### src/rtl/dac_output_dual.sv
// dac_output_dual: dual-channel DAC sample-pair buffer with primed, rate-divided playback
module dac_output_dual #(
   parameter int DATA_W      = 10,
   parameter int FIFO_DEPTH  = 8,
   parameter int PRIME_LEVEL = 4
) (
   input  logic                          clk,
   input  logic                          rst_n,
   input  logic                          enable,
   input  logic [7:0]                    rate_div,
   input  logic [DATA_W-1:0]             ch1_data_in,
   input  logic [DATA_W-1:0]             ch2_data_in,
   input  logic                          data_valid,
   output logic                          data_ready,
   output logic [DATA_W-1:0]             dac_ch1_out,
   output logic [DATA_W-1:0]             dac_ch2_out,
   output logic                          dac_ch1_clk_out,
   output logic                          dac_ch2_clk_out,
   output logic                          dac_update,
   output logic                          underrun,
   output logic [$clog2(FIFO_DEPTH):0]   fifo_level
);
   localparam int AW = $clog2(FIFO_DEPTH);
   localparam logic [DATA_W-1:0] MID = {1'b1, {(DATA_W-1){1'b0}}};
   localparam logic [AW:0] DEPTH = (AW+1)'(FIFO_DEPTH);
   localparam logic [AW:0] PRIME_LVL = (AW+1)'(PRIME_LEVEL);
   typedef enum logic [1:0] {IDLE, PRIME, RUN} state_t;
   state_t              r_state, w_state_nxt;
   logic [2*DATA_W-1:0] r_mem [FIFO_DEPTH];
   logic [AW-1:0]       r_wr_ptr, r_rd_ptr;
   logic [AW:0]         r_level;
   logic [7:0]          r_div, r_rate;
   logic [DATA_W-1:0]   r_ch1, r_ch2;
   logic                r_update, r_underrun;
   logic                w_wr, w_tc, w_pop;
   assign data_ready      = rst_n && enable && (r_level < DEPTH);
   assign w_wr            = data_valid && data_ready;
   assign w_tc            = (r_state == RUN) && (r_div == r_rate);
   assign w_pop           = enable && w_tc && (r_level != '0);
   assign dac_ch1_out     = r_ch1;
   assign dac_ch2_out     = r_ch2;
   assign dac_ch1_clk_out = ~clk;
   assign dac_ch2_clk_out = ~clk;
   assign dac_update      = r_update;
   assign underrun        = r_underrun;
   assign fifo_level      = r_level;
   // next state: disable wins everywhere; an empty terminal count falls back to priming
   always_comb begin
      w_state_nxt = r_state;
      if (!enable) w_state_nxt = IDLE;
      else if (r_state == IDLE) w_state_nxt = PRIME;
      else if (r_state == PRIME && r_level >= PRIME_LVL) w_state_nxt = RUN;
      else if (w_tc && r_level == '0) w_state_nxt = PRIME;
   end
   // sample-pair storage; ch1 and ch2 live in one word so they can never skew
   always_ff @(posedge clk) begin
      if (w_wr) r_mem[r_wr_ptr] <= {ch1_data_in, ch2_data_in};
   end
   // control and datapath: flush on disable, divider only runs in RUN and reloads rate at 0
   always_ff @(posedge clk or negedge rst_n) begin
      if (!rst_n) begin
         r_state    <= IDLE;
         r_wr_ptr   <= '0;
         r_rd_ptr   <= '0;
         r_level    <= '0;
         r_div      <= '0;
         r_rate     <= '0;
         r_ch1      <= MID;
         r_ch2      <= MID;
         r_update   <= 1'b0;
         r_underrun <= 1'b0;
      end else begin
         r_state  <= w_state_nxt;
         r_update <= w_pop;
         r_div    <= (r_state == RUN && !w_tc) ? r_div + 8'd1 : 8'd0;
         r_rate   <= (r_state != RUN || w_tc) ? rate_div : r_rate;
         if (!enable) begin
            r_wr_ptr   <= '0;
            r_rd_ptr   <= '0;
            r_level    <= '0;
            r_ch1      <= MID;
            r_ch2      <= MID;
            r_underrun <= 1'b0;
         end else begin
            if (w_wr) r_wr_ptr <= r_wr_ptr + AW'(1);
            if (w_pop) r_rd_ptr <= r_rd_ptr + AW'(1);
            if (w_pop) {r_ch1, r_ch2} <= r_mem[r_rd_ptr];
            if (w_tc && r_level == '0) r_underrun <= 1'b1;
            r_level <= r_level + (AW+1)'(w_wr) - (AW+1)'(w_pop);
         end
      end
   end
endmodule
### config.mk
export PLATFORM = sky130hd
export DESIGN_NAME = dac_output_dual
export DESIGN_NICKNAME = d
export VERILOG_FILES = /design/src/rtl/dac_output_dual.sv
export SDC_FILE = /design/constraint.sdc
export NUM_CORES = 1
export LEC_CHECK = 0
export ABC_AREA = 1
export CAP_MARGIN = 20
export CORE_ASPECT_RATIO = 1.2
export CORE_UTILIZATION = 50
export CTS_CLUSTER_DIAMETER = 200
export DETAILED_ROUTE_END_ITERATION = 10
export GPL_ROUTABILITY_DRIVEN = 0
export HOLD_SLACK_MARGIN = 0.08
export PLACE_DENSITY = 0.7
export SKIP_CTS_REPAIR_TIMING = 1
export SLEW_MARGIN = 20
export SYNTH_ARGS = -nofsm -noshare
export SYNTH_HDL_FRONTEND = slang
export SYNTH_SLANG_ARGS = --single-unit
export TNS_END_PERCENT = 5
### constraint.sdc
create_clock -name clk -period 4.2 [get_ports clk]
set_clock_uncertainty 0.2 [all_clocks]
set_input_delay 0.42 -clock clk [delete_from_list [all_inputs] [get_ports clk]]
set_output_delay 0.42 -clock clk [all_outputs]
set_load 0.005 [all_outputs]
==> results_dict.tcl, run 1 <==
set metrics [dict create \
    maxSlewHeadroom_pct 37.9 \
    hold_violations 0 \
    crit_path_end_kind "primary output" \
    cts_inserted_buffers 22 \
    cp_slowest_cell "clkdlybuf4s50_1" \
    grt_pass1_vias 5992 \
    cp_cell_sequence "clkbuf_16 -> clkbuf_16 -> clkbuf_16 -> inv_1 -> clkdlybuf4s50_1" \
    port_buffers 60 \
    power.density_mw_per_mm2 423 \
    yosys_warnings 0 \
    critPathArrivalTime_ns 3.15 \
    cts_tree "yes" \
    finalWorstSetupSlack_ns 0.432 \
    antenna_found_initial 0 \
    worst_slew_pin_slew_ns 0.931 \
    grt.total_usage_pct 22.3 \
    final_cells 1056 \
    synth_top_cell_by_area "edfxtp_1" \
    syn_nets 805 \
    vdd_drop_max_mv 0.348 \
    final_util_pct 59.9 \
    die_area_mm2 0.0178 \
    final_area_mm2 0.0101 \
    grt_pass1_wl_um 30500 \
    status "completed" \
    diodes 0 \
    dp_hpwl_um 11000 \
    leakage_nw 3.95 \
    synth_cell_type_count 33 \
    cpMostUsedCell "clkbuf_16" \
    hp-class "input pin to flop" \
    startpoint_type "clock port" \
    crit_fanout 12 \
    post-place-ws_ns 0.876 \
    syn-cell-area_mm2 0.00864 \
    drive_gt1_share_pct 8.10 \
    pin_count 61 \
    r2r_slack_ns 1.17 \
    rsz0062_at_grt "false" \
    cts_root_buf "clkbuf_16" \
    routedWlPerCell_um 17.9 \
    final_nets 866 \
    core_mm2 0.0169 \
    num_rows 52 \
    antenna_left 0 \
    drc_errors 0 \
    initial_core_util_pct 51.1 \
    slew_viol_final 0 \
    die_width_um 122 \
    crit_buf_inv 5 \
    crit_family "buffers and inverters" \
    cap_violations 0 \
    setup_viol 0 \
    crit_required_ns 3.58 \
    via_count 5849 \
    cts_max_level 1 \
    syn_to_final_growth_pct 17.3 \
    syn_area_per_cell_um2 11.3 \
    ys_top_cells_by_area "edfxtp_1 56%, dfrtp_1 14%, nand2_1 7.8%" \
    viasPerCell 5.54 \
    place_area_mm2 0.00945 \
    clk_latency_ns 0.51 \
    grt_max_degree 83 \
    yosys_register_bits 210 \
    setup_tns_ns 0 \
    wl_um 18900 \
    synth_cells 763 \
    die_y_um 146 \
    path_clk_slew_ns 0.06 \
    synth_top_area_share_pct 55.6 \
    dr.first_iter.drc_count 433 \
    ys_seq_area_share_pct 70.1 \
    clockBufferDepth 3 \
    path_class "clock port to primary output" \
    cpPeakStageDelay_ns 0.49 \
    grt_overflow 0 \
    dr.pass1.iters 5 \
    placed_cells 1014 \
]
## final cells by class
class | count | area, um^2
fillers | 1331 | 6780
clock buffers | 35 | 643
inverters | 35 | 136
repair buffers | 75 | 718
clock inverters | 9 | 56.3
well taps | 216 | 270
flip-flops and latches | 210 | 6060
multi-input cells | 476 | 2250
## registers in the layout, summed over array words and instances (netlist names)
| signal | count |
|---|---|
| r_mem | 160 |
| r_state | 2 |
| r_div | 8 |
| dac_update | 1 |
| fifo_level | 4 |
| r_rd_ptr | 3 |
| underrun | 1 |
| dac_ch1_out | 10 |
| r_wr_ptr | 3 |
| r_rate | 8 |
| dac_ch2_out | 10 |
## logic make-up after synthesis
| kind of cell | share of synthesized area, % |
|---|---|
| and+or+nand+nor | 16.9 |
| DFF | 70.1 |
| AOI/OAI and AO/OA | 6.81 |
| adders and majority gates | 1.54 |
| xor gates and xnor gates | 0.507 |
| buffers and inverters | 4.16 |
## layer usage
layer  GRT usage, %  share of wire [%]
met1           29.6                 42
met2           36.7                 49
met3           3.76                6.2
met4           8.40                2.3
met5              0                  0
## where the power goes
group          switching, mW  leakage, nW  internal (mW)
clock network          0.763        0.351           1.09
registers             0.0135         2.11           2.27
logic                 0.0970         1.49         0.0615
## worst paths after layout
kind | startpoint | endpoint | cells after the start
worst min register to register | dac_ch1_out[9]$_DFFE_PN1P_ | dac_ch1_out[9]$_DFFE_PN1P_ | 2
worst max-delay path | clk | dac_ch2_clk_out | 5
worst max register to register | fifo_level[2]$_DFF_PN0_ | fifo_level[2]$_DFF_PN0_ | 13
worst min-delay path | rate_div[6] | r_rate[6]$_DFFE_PN0N_ | 3
min in group asynchronous | rst_n | fifo_level[3]$_DFF_PN0_ | 3
max in group asynchronous | rst_n | r_rd_ptr[0]$_DFFE_PN0P_ | 3
## layout by cell type (no fill, tap or decap), drive strengths merged, types with 2 or more instances in the layout
master,Yosys,routed
clkinv,1,7
edfxtp,160,160
ha,9,9
o21ai,73,73
clkbuf,18,33
dfrtp,48,48
nor2,99,99
o22ai,25,25
o211ai,5,5
nor3,6,6
inv,35,36
nand3,60,60
dfstp,2,2
nand2,181,181
nand4,2,2
xor2,3,3
clkdlybuf4s50,0,59
xnor2,2,2
buf,23,17
nor3b,4,4
a21oi,5,5
## synth_stat cells (all sizes together)
master / n
dfstp: 2
xnor2: 2
and3: 1
clkbuf: 18
fa: 1
nand3: 60
nand4: 2
edfxtp: 160
ha: 9
nor3b: 4
o22ai: 25
nand2: 181
o211ai: 5
xor2: 3
clkinv: 1
dfrtp: 48
buf: 23
nor3: 6
o21ai: 73
nor2: 99
inv: 35
a21oi: 5
## stage by stage
| stage | hold WS, ns | power, mW |
|---|---|---|
| after floorplan | -0.0756 | 2.41 |
| after global placement | 0.278 | 2.52 |
| after detailed placement | 0.293 | 2.53 |
| after CTS | -0.133 | 4.33 |
| after global routing | 0.292 | 4.43 |
| final | 0.293 | 4.29 |
## worst min-delay path, stage by stage
cell and delay, ns:
clkdlybuf4s50_1 0.40, nand2_1 0.06, o21ai_1 0.06
(Power assumes the default switching activity.)
==> run 2, diff against run 1 <==
--- a/config.mk
+++ b/config.mk
@@ -19,4 +19,3 @@
 export SYNTH_ARGS = -nofsm -noshare
 export SYNTH_HDL_FRONTEND = slang
 export SYNTH_SLANG_ARGS = --single-unit
-export TNS_END_PERCENT = 5
==> results of run 2 <==
No change in the layout: final DEF, timing and power equal those of run 1.
==> run 3, diff against run 2 <==
--- a/config.mk
+++ b/config.mk
@@ -9,6 +9,7 @@
 export CAP_MARGIN = 20
 export CORE_ASPECT_RATIO = 1.2
 export CORE_UTILIZATION = 50
+export CTS_BUF_LIST = sky130_fd_sc_hd__clkbuf_2
 export CTS_CLUSTER_DIAMETER = 200
 export DETAILED_ROUTE_END_ITERATION = 10
 export GPL_ROUTABILITY_DRIVEN = 0
==> run 3 against run 2 <==
  * Die area stayed put
  * Register-to-register slack worse by 0.02 ns
  * Largest power group unchanged
  * Critical endpoint unchanged
  * Largest cell class unchanged
  * Final area is 1.3% lower
==> results_dict.tcl, run 3 (synthesis results as in run 1) <==
set metrics [dict create \
    status "completed" \
    routedWlPerCell_um 17.0 \
    timing.hold.ws_ns 0.0980 \
    viasPerCell 5.40 \
    cts_root_buf "clkbuf_2" \
    p_comb_share_pct 4.4 \
    syn_to_final_growth_pct 15.7 \
    leakage_nw 4.00 \
    placed_cells 1014 \
    final_cells 1119 \
    grt_max_degree 83 \
    crit_required_ns 3.58 \
    setup_viol 0 \
    port_buffers 60 \
    slew_viol_final 0 \
    drc_errors 0 \
    die_width_um 122 \
    internal_power_mw 2.85 \
    power.density_mw_per_mm2 377 \
    via_count 6038 \
    wl_um 19100 \
    rsz0062_at_grt "false" \
    grt.total_usage_pct 22.5 \
    r2r_start "fifo_level[2]$_DFF_PN0_" \
    hold_violations 0 \
    grt_pass1_vias 6157 \
    cp_slowest_cell "clkdlybuf4s50_1" \
    maxSlewHeadroom_pct 37.9 \
    setup_tns_ns 0 \
    clkPwrFrac_pct 35.2 \
    critPathArrivalTime_ns 3.33 \
    cts_tree "yes" \
    drive_gt1_share_pct 13.1 \
    switchingPower_mw 0.917 \
    netSwitchingFraction_pct 24.4 \
    antenna_found_initial 1 \
    mostFrequentLayoutCells "180 x nand2_1, 160 x edfxtp_1, 92 x nor2_1, 76 x clkbuf_2, 68 x o21ai_0" \
    die_y_um 146 \
    initial_core_util_pct 51.1 \
    max_flop_register "r_mem" \
    largest_reg_flops 160 \
    cts_max_level 2 \
    cts_inserted_buffers 51 \
    core_mm2 0.0169 \
    startpoint_type "clock port" \
    dp_hpwl_um 11000 \
    worst_slew_pin_slew_ns 0.931 \
    crit_buf_inv 5 \
    dr.first_iter.drc_count 395 \
    clk_latency_ns 0.80 \
    crit_fanout 13 \
    crit_path_end_kind "primary output" \
    grt_overflow 0 \
    cp_cell_sequence "clkbuf_2 -> clkbuf_2 -> clkbuf_2 -> inv_1 -> clkdlybuf4s50_1" \
    final_common_cell "nand2_1" \
    dr.pass1.iters 4 \
    startpoint "clk" \
    crit_family "buffers and inverters" \
    antenna_left 0 \
    num_rows 52 \
    cap_violations 0 \
    path_class "clock port to primary output" \
    final_nets 903 \
    die_area_mm2 0.0178 \
    pin_count 61 \
    hp-class "input pin to asynchronous set/reset pin" \
    grt_pass1_wl_um 30700 \
    cpMostUsedCell "clkbuf_2" \
    path_clk_slew_ns 0.11 \
    cpPeakStageDelay_ns 0.49 \
    pwr-share-seq_pct 60.4 \
    vdd_drop_max_mv 0.258 \
    clockBufferDepth 3 \
]
run 3: cell count changes in the layout (fill, tap and decap cells not counted), sizes merged:
cell | previous run | this run
clkinv | 7 | 17
bufinv | 1 | 0
inv | 36 | 37
diode | 0 | 1
clkbuf | 33 | 76
dlygate4sd3 | 1 | 9
clkinvlp | 0 | 1
run 3: through the flow:
| stage | total power [mW] | util [%] | worst slack (ns) | cell area, um^2 |
|---|---|---|---|---|
| 5_1_grt | 3.94 | 59.1 | 0.168 | 10000 |
| 6_report | 3.77 | 59.1 | 0.253 | 10000 |
| 4_1_cts | 3.80 | 58.6 | 0.193 | 9910 |
| 3_3_place_gp | 2.52 | 55.7 | 0.955 | 9430 |
| 2_1_floorplan | 2.41 | - | 1.09 | 8640 |
| 3_5_place_dp | 2.53 | 55.9 | 0.876 | 9450 |
run 3: worst min-delay path, cell delays in order:
cell and delay (ns):
dlygate4sd3_1 0.52, buf_2 0.11, buf_4 0.53
run 3: cell type report:
type                    count  area (um^2)
repair buffers             83          798
well taps                 216          270
diodes                      1         2.50
inverters                  35          136
clock buffers              78          400
clock inverters            20         80.1
fillers                  1388         6920
multi-input cells         476         2250
flip-flops and latches    210         6060
run 3: path summary, 6_finish.rpt:
check	depth (start not counted)	slack, ns	to
min in group clk	1	0.15	r_mem[1][11]$_DFFE_PP_
setup reg to reg	13	1.15	fifo_level[2]$_DFF_PN0_
hold reg to reg	2	0.30	dac_ch1_out[9]$_DFFE_PN1P_
max in group asynchronous	3	3.21	r_rd_ptr[0]$_DFFE_PN0P_
setup / recovery	5	0.25	dac_ch2_clk_out
hold / removal	3	0.1	dac_ch1_out[3]$_DFFE_PN0P_
run 3: per-layer routing:
metal	routed length, um	GRT usage, %	vias to the layer above	part of all wire (%)
li1	-	-	2866	-
met1	8170	29.3	2939	43
met2	9360	36.2	198	49
met3	1160	4.94	35	6.1
met4	369	9.38	0	1.9
met5	0	0	-	0
run 3: power by group through the flow:
stage / logic [mW] / clock network, mW / registers [mW]
after floorplan: 0.0703 / 0.0229 / 2.32
after global placement: 0.151 / 0.0452 / 2.32
after detailed placement: 0.158 / 0.0452 / 2.32
after CTS: 0.159 / 1.37 / 2.28
after global routing: 0.186 / 1.48 / 2.28
final: 0.165 / 1.33 / 2.28
